$ cat config.mk
export PLATFORM = sky130hd
export DESIGN_NAME = cpu_axil_bridge_flat
export DESIGN_NICKNAME = d
export VERILOG_FILES = /design/src/rtl/cpu_axil_bridge_if.sv /design/src/rtl/cpu_axil_bridge.sv /design/src/flat_wrapper.sv
export SDC_FILE = /design/constraint.sdc
export NUM_CORES = 1
export LEC_CHECK = 0
export ABC_AREA = 1
export ABC_CLOCK_PERIOD_IN_PS = 1280
export BUFFER_PORTS_ARGS = -buffer_cell sky130_fd_sc_hd__buf_2
export CAP_MARGIN = 40
export CORE_AREA = 2 2 113 115
export DETAILED_ROUTE_END_ITERATION = 8
export DIE_AREA = 0 0 115 117
export SLEW_MARGIN = 20
export SYNTH_ARGS = -nofsm -noshare
export SYNTH_HDL_FRONTEND = slang
export SYNTH_SLANG_ARGS = --single-unit
$ cat constraint.sdc
create_clock -name clk -period 1.28 [get_ports clk]
set_clock_uncertainty 0.05 [all_clocks]
set_input_delay 0 -clock clk [delete_from_list [all_inputs] [get_ports clk]]
set_output_delay 0 -clock clk [all_outputs]
set_load 0.02 [all_outputs]
$ cat src/rtl/cpu_axil_bridge_if.sv
// AXI4-Lite bus bundle used between cpu_axil_bridge (master) and a peripheral.
// Parameters : ADDR_W address width, DATA_W data width (<=64).
// Modports   : master - drives AW/W/AR channels and B/R ready
//              slave  - drives AW/W/AR ready, B response and R data
interface cpu_axil_bridge_if #(
  parameter int ADDR_W = 4,
  parameter int DATA_W = 32
);
  logic [ADDR_W-1:0]   m_awaddr;
  logic                m_awvalid;
  logic                m_awready;
  logic [DATA_W-1:0]   m_wdata;
  logic [DATA_W/8-1:0] m_wstrb;
  logic                m_wvalid;
  logic                m_wready;
  logic [1:0]          m_bresp;
  logic                m_bvalid;
  logic                m_bready;
  logic [ADDR_W-1:0]   m_araddr;
  logic                m_arvalid;
  logic                m_arready;
  logic [DATA_W-1:0]   m_rdata;
  logic [1:0]          m_rresp;
  logic                m_rvalid;
  logic                m_rready;

  modport master (
    output m_awaddr, m_awvalid, m_wdata, m_wstrb, m_wvalid, m_bready,
           m_araddr, m_arvalid, m_rready,
    input  m_awready, m_wready, m_bresp, m_bvalid,
           m_arready, m_rdata, m_rresp, m_rvalid
  );

  modport slave (
    input  m_awaddr, m_awvalid, m_wdata, m_wstrb, m_wvalid, m_bready,
           m_araddr, m_arvalid, m_rready,
    output m_awready, m_wready, m_bresp, m_bvalid,
           m_arready, m_rdata, m_rresp, m_rvalid
  );
endinterface

$ cat src/rtl/cpu_axil_bridge.sv
// cpu_axil_bridge: converts the CPU data-memory level handshake
// (cpu_addr_valid / cpu_ready) into single AXI4-Lite transactions, one at a time.
// Ports:
//   clk, rst        single clock, synchronous active-high reset
//   cpu_addr_valid  request, held until cpu_ready; cpu_rw 1=write 0=read
//   cpu_addr/wdata  64-bit request fields, low ADDR_W/DATA_W bits forwarded
//   cpu_rdata       read data (zero-extended), holds until the next read completes
//   cpu_ready/err   completion and bad-response/timeout flag
//   m               AXI4-Lite master modport
// Optional feature: define BRIDGE_TIMEOUT_EN to abort a transaction that has
// been waiting on the slave for TIMEOUT_CYCLES cycles.
module cpu_axil_bridge #(
  parameter int ADDR_W         = 4,
  parameter int DATA_W         = 32,
  parameter int TIMEOUT_CYCLES = 1024
) (
  input  logic        clk,
  input  logic        rst,
  input  logic        cpu_addr_valid,
  input  logic        cpu_rw,
  input  logic [63:0] cpu_addr,
  input  logic [63:0] cpu_wdata,
  output logic [63:0] cpu_rdata,
  output logic        cpu_ready,
  output logic        cpu_err,
  cpu_axil_bridge_if.master m
);

  typedef enum logic [2:0] {IDLE, WR, WR_RESP, RD_ADDR, RD_DATA, DONE} state_t;

  state_t state;
  logic   aw_done, w_done;
  logic   aw_hs, w_hs, tmo_hit;

  // Upper request bits are intentionally dropped.
  logic unused_bits;
  assign unused_bits = ^{cpu_addr, cpu_wdata};

  assign m.m_wstrb = '1;
  assign aw_hs = m.m_awvalid && m.m_awready;
  assign w_hs  = m.m_wvalid && m.m_wready;

`ifdef BRIDGE_TIMEOUT_EN
  localparam int CNT_W = $clog2(TIMEOUT_CYCLES) + 1;
  logic [CNT_W-1:0] tmo_cnt;

  // Counts cycles spent waiting on the slave; cleared while idle.
  always_ff @(posedge clk) begin
    if (rst || state == IDLE || state == DONE) tmo_cnt <= '0;
    else                                       tmo_cnt <= tmo_cnt + 1'b1;
  end

  assign tmo_hit = (state != IDLE) && (state != DONE) &&
                   (tmo_cnt == CNT_W'(TIMEOUT_CYCLES - 1));
`else
  localparam int unused_tmo = TIMEOUT_CYCLES;
  assign tmo_hit = 1'b0;
`endif

  always_ff @(posedge clk) begin
    if (rst) begin
      state       <= IDLE;
      aw_done     <= 1'b0;
      w_done      <= 1'b0;
      m.m_awaddr  <= '0;
      m.m_awvalid <= 1'b0;
      m.m_wdata   <= '0;
      m.m_wvalid  <= 1'b0;
      m.m_bready  <= 1'b0;
      m.m_araddr  <= '0;
      m.m_arvalid <= 1'b0;
      m.m_rready  <= 1'b0;
      cpu_rdata   <= '0;
      cpu_ready   <= 1'b0;
      cpu_err     <= 1'b0;
    end else begin
      case (state)
        IDLE: if (cpu_addr_valid) begin
          if (cpu_rw) begin
            m.m_awaddr  <= cpu_addr[ADDR_W-1:0];
            m.m_wdata   <= cpu_wdata[DATA_W-1:0];
            m.m_awvalid <= 1'b1;
            m.m_wvalid  <= 1'b1;
            aw_done     <= 1'b0;
            w_done      <= 1'b0;
            state       <= WR;
          end else begin
            m.m_araddr  <= cpu_addr[ADDR_W-1:0];
            m.m_arvalid <= 1'b1;
            state       <= RD_ADDR;
          end
        end
        // AW and W complete independently; move on once both have landed,
        // including the case where the last one lands this cycle.
        WR: begin
          if (aw_hs) begin
            m.m_awvalid <= 1'b0;
            aw_done     <= 1'b1;
          end
          if (w_hs) begin
            m.m_wvalid <= 1'b0;
            w_done     <= 1'b1;
          end
          if ((aw_done || aw_hs) && (w_done || w_hs)) begin
            m.m_bready <= 1'b1;
            state      <= WR_RESP;
          end
        end
        WR_RESP: if (m.m_bvalid) begin
          m.m_bready <= 1'b0;
          cpu_ready  <= 1'b1;
          cpu_err    <= (m.m_bresp != 2'b00);
          state      <= DONE;
        end
        RD_ADDR: if (m.m_arready) begin
          m.m_arvalid <= 1'b0;
          m.m_rready  <= 1'b1;
          state       <= RD_DATA;
        end
        RD_DATA: if (m.m_rvalid) begin
          m.m_rready <= 1'b0;
          cpu_rdata  <= 64'(m.m_rdata);
          cpu_err    <= (m.m_rresp != 2'b00);
          cpu_ready  <= 1'b1;
          state      <= DONE;
        end
        // Stay here until the CPU drops its request so one request
        // never launches two bus transactions.
        DONE: if (!cpu_addr_valid) begin
          cpu_ready <= 1'b0;
          cpu_err   <= 1'b0;
          state     <= IDLE;
        end
        default: state <= IDLE;
      endcase

      // Abort overrides whatever the slave did this cycle.
      if (tmo_hit) begin
        m.m_awvalid <= 1'b0;
        m.m_wvalid  <= 1'b0;
        m.m_bready  <= 1'b0;
        m.m_arvalid <= 1'b0;
        m.m_rready  <= 1'b0;
        cpu_ready   <= 1'b1;
        cpu_err     <= 1'b1;
        if (state == RD_ADDR || state == RD_DATA) cpu_rdata <= '0;
        state       <= DONE;
      end
    end
  end

endmodule

$ cat src/flat_wrapper.sv
// flat-port wrapper written by rule: the top's interface ports become plain ports
module cpu_axil_bridge_flat 
#(
  parameter int ADDR_W         = 4,
  parameter int DATA_W         = 32,
  parameter int TIMEOUT_CYCLES = 1024
)
  (clk, rst, cpu_addr_valid, cpu_rw, cpu_addr, cpu_wdata, cpu_rdata, cpu_ready, cpu_err, m_m_awaddr, m_m_awvalid, m_m_wdata, m_m_wstrb, m_m_wvalid, m_m_bready, m_m_araddr, m_m_arvalid, m_m_rready, m_m_awready, m_m_wready, m_m_bresp, m_m_bvalid, m_m_arready, m_m_rdata, m_m_rresp, m_m_rvalid);
  cpu_axil_bridge_if #(.ADDR_W(ADDR_W), .DATA_W(DATA_W)) m_i ();
  input  logic clk;
  input  logic rst;
  input  logic cpu_addr_valid;
  input  logic cpu_rw;
  input  logic [63:0] cpu_addr;
  input  logic [63:0] cpu_wdata;
  output logic [63:0] cpu_rdata;
  output logic cpu_ready;
  output logic cpu_err;
  output wire logic [$bits(m_i.m_awaddr)-1:0] m_m_awaddr;
  output wire logic [$bits(m_i.m_awvalid)-1:0] m_m_awvalid;
  output wire logic [$bits(m_i.m_wdata)-1:0] m_m_wdata;
  output wire logic [$bits(m_i.m_wstrb)-1:0] m_m_wstrb;
  output wire logic [$bits(m_i.m_wvalid)-1:0] m_m_wvalid;
  output wire logic [$bits(m_i.m_bready)-1:0] m_m_bready;
  output wire logic [$bits(m_i.m_araddr)-1:0] m_m_araddr;
  output wire logic [$bits(m_i.m_arvalid)-1:0] m_m_arvalid;
  output wire logic [$bits(m_i.m_rready)-1:0] m_m_rready;
  input wire logic [$bits(m_i.m_awready)-1:0] m_m_awready;
  input wire logic [$bits(m_i.m_wready)-1:0] m_m_wready;
  input wire logic [$bits(m_i.m_bresp)-1:0] m_m_bresp;
  input wire logic [$bits(m_i.m_bvalid)-1:0] m_m_bvalid;
  input wire logic [$bits(m_i.m_arready)-1:0] m_m_arready;
  input wire logic [$bits(m_i.m_rdata)-1:0] m_m_rdata;
  input wire logic [$bits(m_i.m_rresp)-1:0] m_m_rresp;
  input wire logic [$bits(m_i.m_rvalid)-1:0] m_m_rvalid;
  assign m_m_awaddr = m_i.m_awaddr;
  assign m_m_awvalid = m_i.m_awvalid;
  assign m_m_wdata = m_i.m_wdata;
  assign m_m_wstrb = m_i.m_wstrb;
  assign m_m_wvalid = m_i.m_wvalid;
  assign m_m_bready = m_i.m_bready;
  assign m_m_araddr = m_i.m_araddr;
  assign m_m_arvalid = m_i.m_arvalid;
  assign m_m_rready = m_i.m_rready;
  assign m_i.m_awready = m_m_awready;
  assign m_i.m_wready = m_m_wready;
  assign m_i.m_bresp = m_m_bresp;
  assign m_i.m_bvalid = m_m_bvalid;
  assign m_i.m_arready = m_m_arready;
  assign m_i.m_rdata = m_m_rdata;
  assign m_i.m_rresp = m_m_rresp;
  assign m_i.m_rvalid = m_m_rvalid;
  cpu_axil_bridge #(.ADDR_W(ADDR_W), .DATA_W(DATA_W), .TIMEOUT_CYCLES(TIMEOUT_CYCLES)) u_core (.clk(clk), .rst(rst), .cpu_addr_valid(cpu_addr_valid), .cpu_rw(cpu_rw), .cpu_addr(cpu_addr), .cpu_wdata(cpu_wdata), .cpu_rdata(cpu_rdata), .cpu_ready(cpu_ready), .cpu_err(cpu_err), .m(m_i));
endmodule
* Word level (Yosys, flattened, before mapping)
Cells that the tools add are included.
** Word-level totals
- Bits in registers :: 84
- Output and inout bits :: 115
** Cells by class
- Bitwise gates (word level) :: 1
- Mux-type cells :: 37
- Eq/ne operators :: 15
- Reductions and logical operators :: 23
** Operators with widths (number)
- $mux 1 :: 20
- $mux 3 :: 6
- $pmux 3 s6 :: 1
- $reduce_and 4->1 :: 4
- $ne 2x2->1 const B :: 7
- $pmux 1 s2 :: 7
- $reduce_and 3->1 :: 4
- $reduce_bool 2->1 :: 6
- $eq 3x2->1 const B :: 2
- $eq 3x3->1 const B :: 2
- $ne 2x1->1 const B :: 3
- $pmux 1 s3 :: 2
- $reduce_and 6->1 :: 1
- $eq 3x1->1 const B :: 1
- $logic_and 1x1->1 :: 3
- $logic_not 3->1 :: 1
- $reduce_bool 3->1 :: 1
- $logic_or 1x1->1 :: 2
- $mux 2 :: 1
- $reduce_and 2->1 :: 1
- $not 1->1 :: 1

* Logic depth before layout (Yosys ltp)
- Depth after elaboration :: 5
- Gate-level depth with buffers :: 9

* Worst setup path after synthesis
No wires, ideal clock.
- Kind :: register to register
- Start point :: register u_core.state[1]
- End point :: register u_core.cpu_rdata[14]
- Buffers on the path :: 1
- Stages on the path, launching flop included :: 8
- Required time :: 1.098 ns
- Setup slack :: 0.035 ns
- Arrival time :: 1.063 ns
- Cells stage by stage :: dfxtp_1 > inv_1 > nand2_1 > nor2_4 > nand2_2 > buf_2 > nand2_1 > a21oi_1
** On the way
- Word-level cells in the longest chain between the ends :: 2
** RTL lines
- from (decl) :: line cpu_axil_bridge.sv:31 : state_t state;
- from (signal assigned) :: line cpu_axil_bridge.sv:62 : state <= IDLE;
- from (signal assigned) :: line cpu_axil_bridge.sv:86 : state <= WR;
- from (signal assigned) :: line cpu_axil_bridge.sv:90 : state <= RD_ADDR;
- $eq 3x3->1
- $reduce_and 2->1 (no line)
- to (signal assigned) :: line cpu_axil_bridge.sv:122 : cpu_rdata <= 64'(m.m_rdata);
- to (decl) :: line cpu_axil_bridge.sv:23 : output logic [63:0] cpu_rdata,
No other way between the ends.
A chain may end at the register's enable or synchronous reset.

* Worst setup path after layout
- Start point :: register u_core.state[1]
- End point :: register u_core.m.m_wdata[26]
** On the way
- Word-level cells in the longest chain between the ends :: 2
** RTL lines
- $logic_not 3->1 :: line cpu_axil_bridge.sv:77 : case (state)
- $reduce_and 3->1 (no line)
- to (signal assigned) :: line cpu_axil_bridge.sv:81 : m.m_wdata <= cpu_wdata[DATA_W-1:0];
- to (decl) :: line cpu_axil_bridge_if.sv:28 : output m_awaddr, m_awvalid, m_wdata, m_wstrb, m_wvalid, m_bready,
No other way between the ends.

==> flow_summary.yaml <==
global_route:
  grt_first_pass_wirelength_um: 16000
  grt_overflow: 0
  grt_usage_pct: 15.2
  grt_max_degree: 65
  grt_pass1_vias: 3530
  antenna_found_initial: 0
synthesis:
  yosys-top-cells-count: "dfxtp_1, a21oi_1, nand2_1"
  synth-edff-count: 0
  yosysSeqAreaShare_pct: 48.0
  synth_cell_types: 25
  synthCells: 459
  post-synth-top-area-cell: "dfxtp_1"
  yosysMostFrequentCell: "dfxtp_1"
  synth_flop_cell: "dfxtp_1"
  synth_top_cells_by_area: "dfxtp_1, a21oi_1, buf_4, nand2_1, o21ai_0"
  yosys_warnings: 0
  synth.ff_latch_count: 84
  synth.avg_cell_area_um2: 7.64
  async_flop_share_pct: 0
  synth_top_area_share_pct: 48.0
  syn_area_um2: 3510
cts:
  clock_path_buffers: 2
  numClockSinks: 84
  cts_tree: "yes"
  clk_pin_slew_ns: 0.06
  clk_latency_ns: 0.34
  htreeDepth: 3
  numCtsBuffers: 9
  cts_root_buffer: "clkbuf_16"
floorplan:
  die_w_um: 115
  ios: 288
  core_area_um2: 12300
  initial_core_util_pct: 28.5
  die-area_um2: 13500
  die_y_um: 117
  rows: 41
sta:
  finalHoldViolCount: 0
  holdWs_ns: 0.0825
  rsz0062_at_grt: "true"
  setup_viol: 64
  fin_crit_ns: 1.38
  min_period_over_period_pct: 108
  drv_slew: 0
  fmax_mhz: 726
  fin_setup_tns_ns: -2.17
  setup_slack_ns: -0.0981
worst_setup_path:
  worstPathCellList: "nor2_4, nand2_2, inv_2, nand3_4, buf_12, o21ai_0, a21oi_1"
  slowest_delay_ns: 0.35
  cp-start-kind: "flip-flop"
  worstPathMaxFanout: 32
  slowest_stage: "dfxtp_2"
  critPathCaptureType: "flip-flop"
  critPathArrivalTime_ns: 1.55
  cp_data_required_time_ns: 1.45
  rr_worst_depth: 7
  crit_type: "reg -> reg"
route:
  vias_per_cell: 4.42
  wirelength_um: 10900
  antenna_left: 0
  first_iter_violations: 127
  wire_per_inst_um: 12.6
  first_pass_iters: 4
  detailroute.via_count: 3829
  drc_errors: 0
power:
  p_leak_nw: 2.63
  pwr-share-seq_pct: 36.9
  switching_share_pct: 35.7
  combinationalPowerShare_pct: 36.4
  power_frac_clock_pct: 26.7
  power_density_nw_per_um2: 1570
  p_sw_mw: 3.19
  p_int_mw: 5.74
  ir_drop_mv: 0.818
place:
  place_inst: 768
  hpwl_um: 6850
  port_buffers: 159
  gp_congestion: 0.765
  post-place-ws_ns: -0.0816
cells_and_area:
  drive_above_1_share_pct: 32.7
  n_antenna_cell: 0
  nNetsFinal: 884
  areaGrowthSynthToFinish_pct: 61.9
  stdcell_count: 866
  fill_cells: 1162
status:
  outcome: "finished with violations"
  violations: "negative setup slack"
min_path:
  hold_path_depth: 5
  min_path_type: "in -> reg"
job:
  drv_cap: 0
-- sequential cells by signal, summed over array words and instances, names as in the netlist, 3 cells and up --
name	count
u_core.m.m_araddr	4
u_core.m.m_awaddr	4
u_core.cpu_rdata	32
u_core.m.m_wdata	32
u_core.state	3
-- kinds of logic (layout without fill, tap and decap cells) --
| group | after synthesis | count (layout) | synth area share [%] |
|---|---|---|---|
| DFF | 84 | 84 | 48.0 |
| and+or+nand+nor | 135 | 135 | 16.8 |
| buffers and inverters | 115 | 338 | 17.3 |
| other | 2 | 36 | 0.214 |
| AOI/OAI and AO/OA | 123 | 123 | 17.8 |
-- critical path, delay by kind of cell (launching register included) --
kind,cells,cell delay [ns]
AO/OA/AOI/OAI,2,0.29
flip-flops,1,0.35
AND/OR/NAND/NOR,3,0.30
buffers and inverters,2,0.25
-- routing by layer --
metal	global-route usage (%)	vias to the layer above	routed length (um)
met3	6.02	18	945
met2	26.5	177	5220
met4	5.86	0	209
met1	16.7	1717	4540
met5	0	-	0
li1	-	1917	-
-- cell type report --
cell class	count	area, um^2	share of cell area [%]
tap	150	188	3.31
multi-input combinational	294	1420	25.1
sequential	84	1690	29.7
clock inverter	4	25.0	0.441
inverter	53	204	3.59
timing repair buffer	269	1900	33.5
clock buffer	12	246	4.34
-- stage by stage --
step	total power, mW	util [%]	cell area, um^2
2_1_floorplan	5.11	-	3630
3_3_place_gp	6.03	36.3	4470
3_5_place_dp	6.08	36.3	4470
4_1_cts	8.83	45.3	5580
5_1_grt	9.51	46.1	5680
6_report	8.93	46.1	5680
-- power groups by stage --
| stage | clock (mW) | combinational, mW | sequential (mW) |
|---|---|---|---|
| after global placement | 0 | 2.73 | 3.30 |
| after detailed placement | 0 | 2.77 | 3.31 |
| after CTS | 2.49 | 3.06 | 3.28 |
| final | 2.39 | 3.25 | 3.29 |
| after floorplan | 0 | 1.34 | 3.78 |
| after global routing | 2.62 | 3.55 | 3.34 |
-- layout by cell type (no fill, tap or decap), types with 2 or more instances in the layout --
cell and count:
a21oi_1 72, a21oi_2 4, buf_12 4, buf_2 159, buf_4 22, buf_6 4
clkbuf_1 2, clkbuf_16 10, clkinv_2 2, clkinvlp_4 2, conb_1 36, dfxtp_1 81
dfxtp_2 2, dlygate4sd3_1 79, inv_1 47, inv_2 4, nand2_1 56, nand2_2 6
nand3_1 38, nand4_1 2, nor2_1 22, nor2_2 2, nor2_4 5, o21ai_0 31
o21ai_1 11, o21ai_2 2
-- final timing paths --
check / from / endpoint / slack [ns]
worst max-delay path: u_core.state[1]$_SDFFE_PP0P_ / u_core.m.m_wdata[26]$_SDFFE_PP0P_ / -0.1
worst min register to register: u_core.m.m_wdata[16]$_SDFFE_PP0P_ / u_core.m.m_wdata[16]$_SDFFE_PP0P_ / 0.39
worst max register to register: u_core.state[1]$_SDFFE_PP0P_ / u_core.m.m_wdata[26]$_SDFFE_PP0P_ / -0.1
worst min-delay path: cpu_addr_valid / u_core.m.m_arvalid$_SDFFE_PP0P_ / 0.08
-- repair_timing --
action,in CTS,in global routing
hold buffers,79,0
hold endpoints to repair,80,0
setup buffers,1,0
cloned,0,2
pin swaps,2,1
setup endpoints to repair,79,82
resized for setup,16,29
Note: power is estimated with default switching activity, not from simulation.
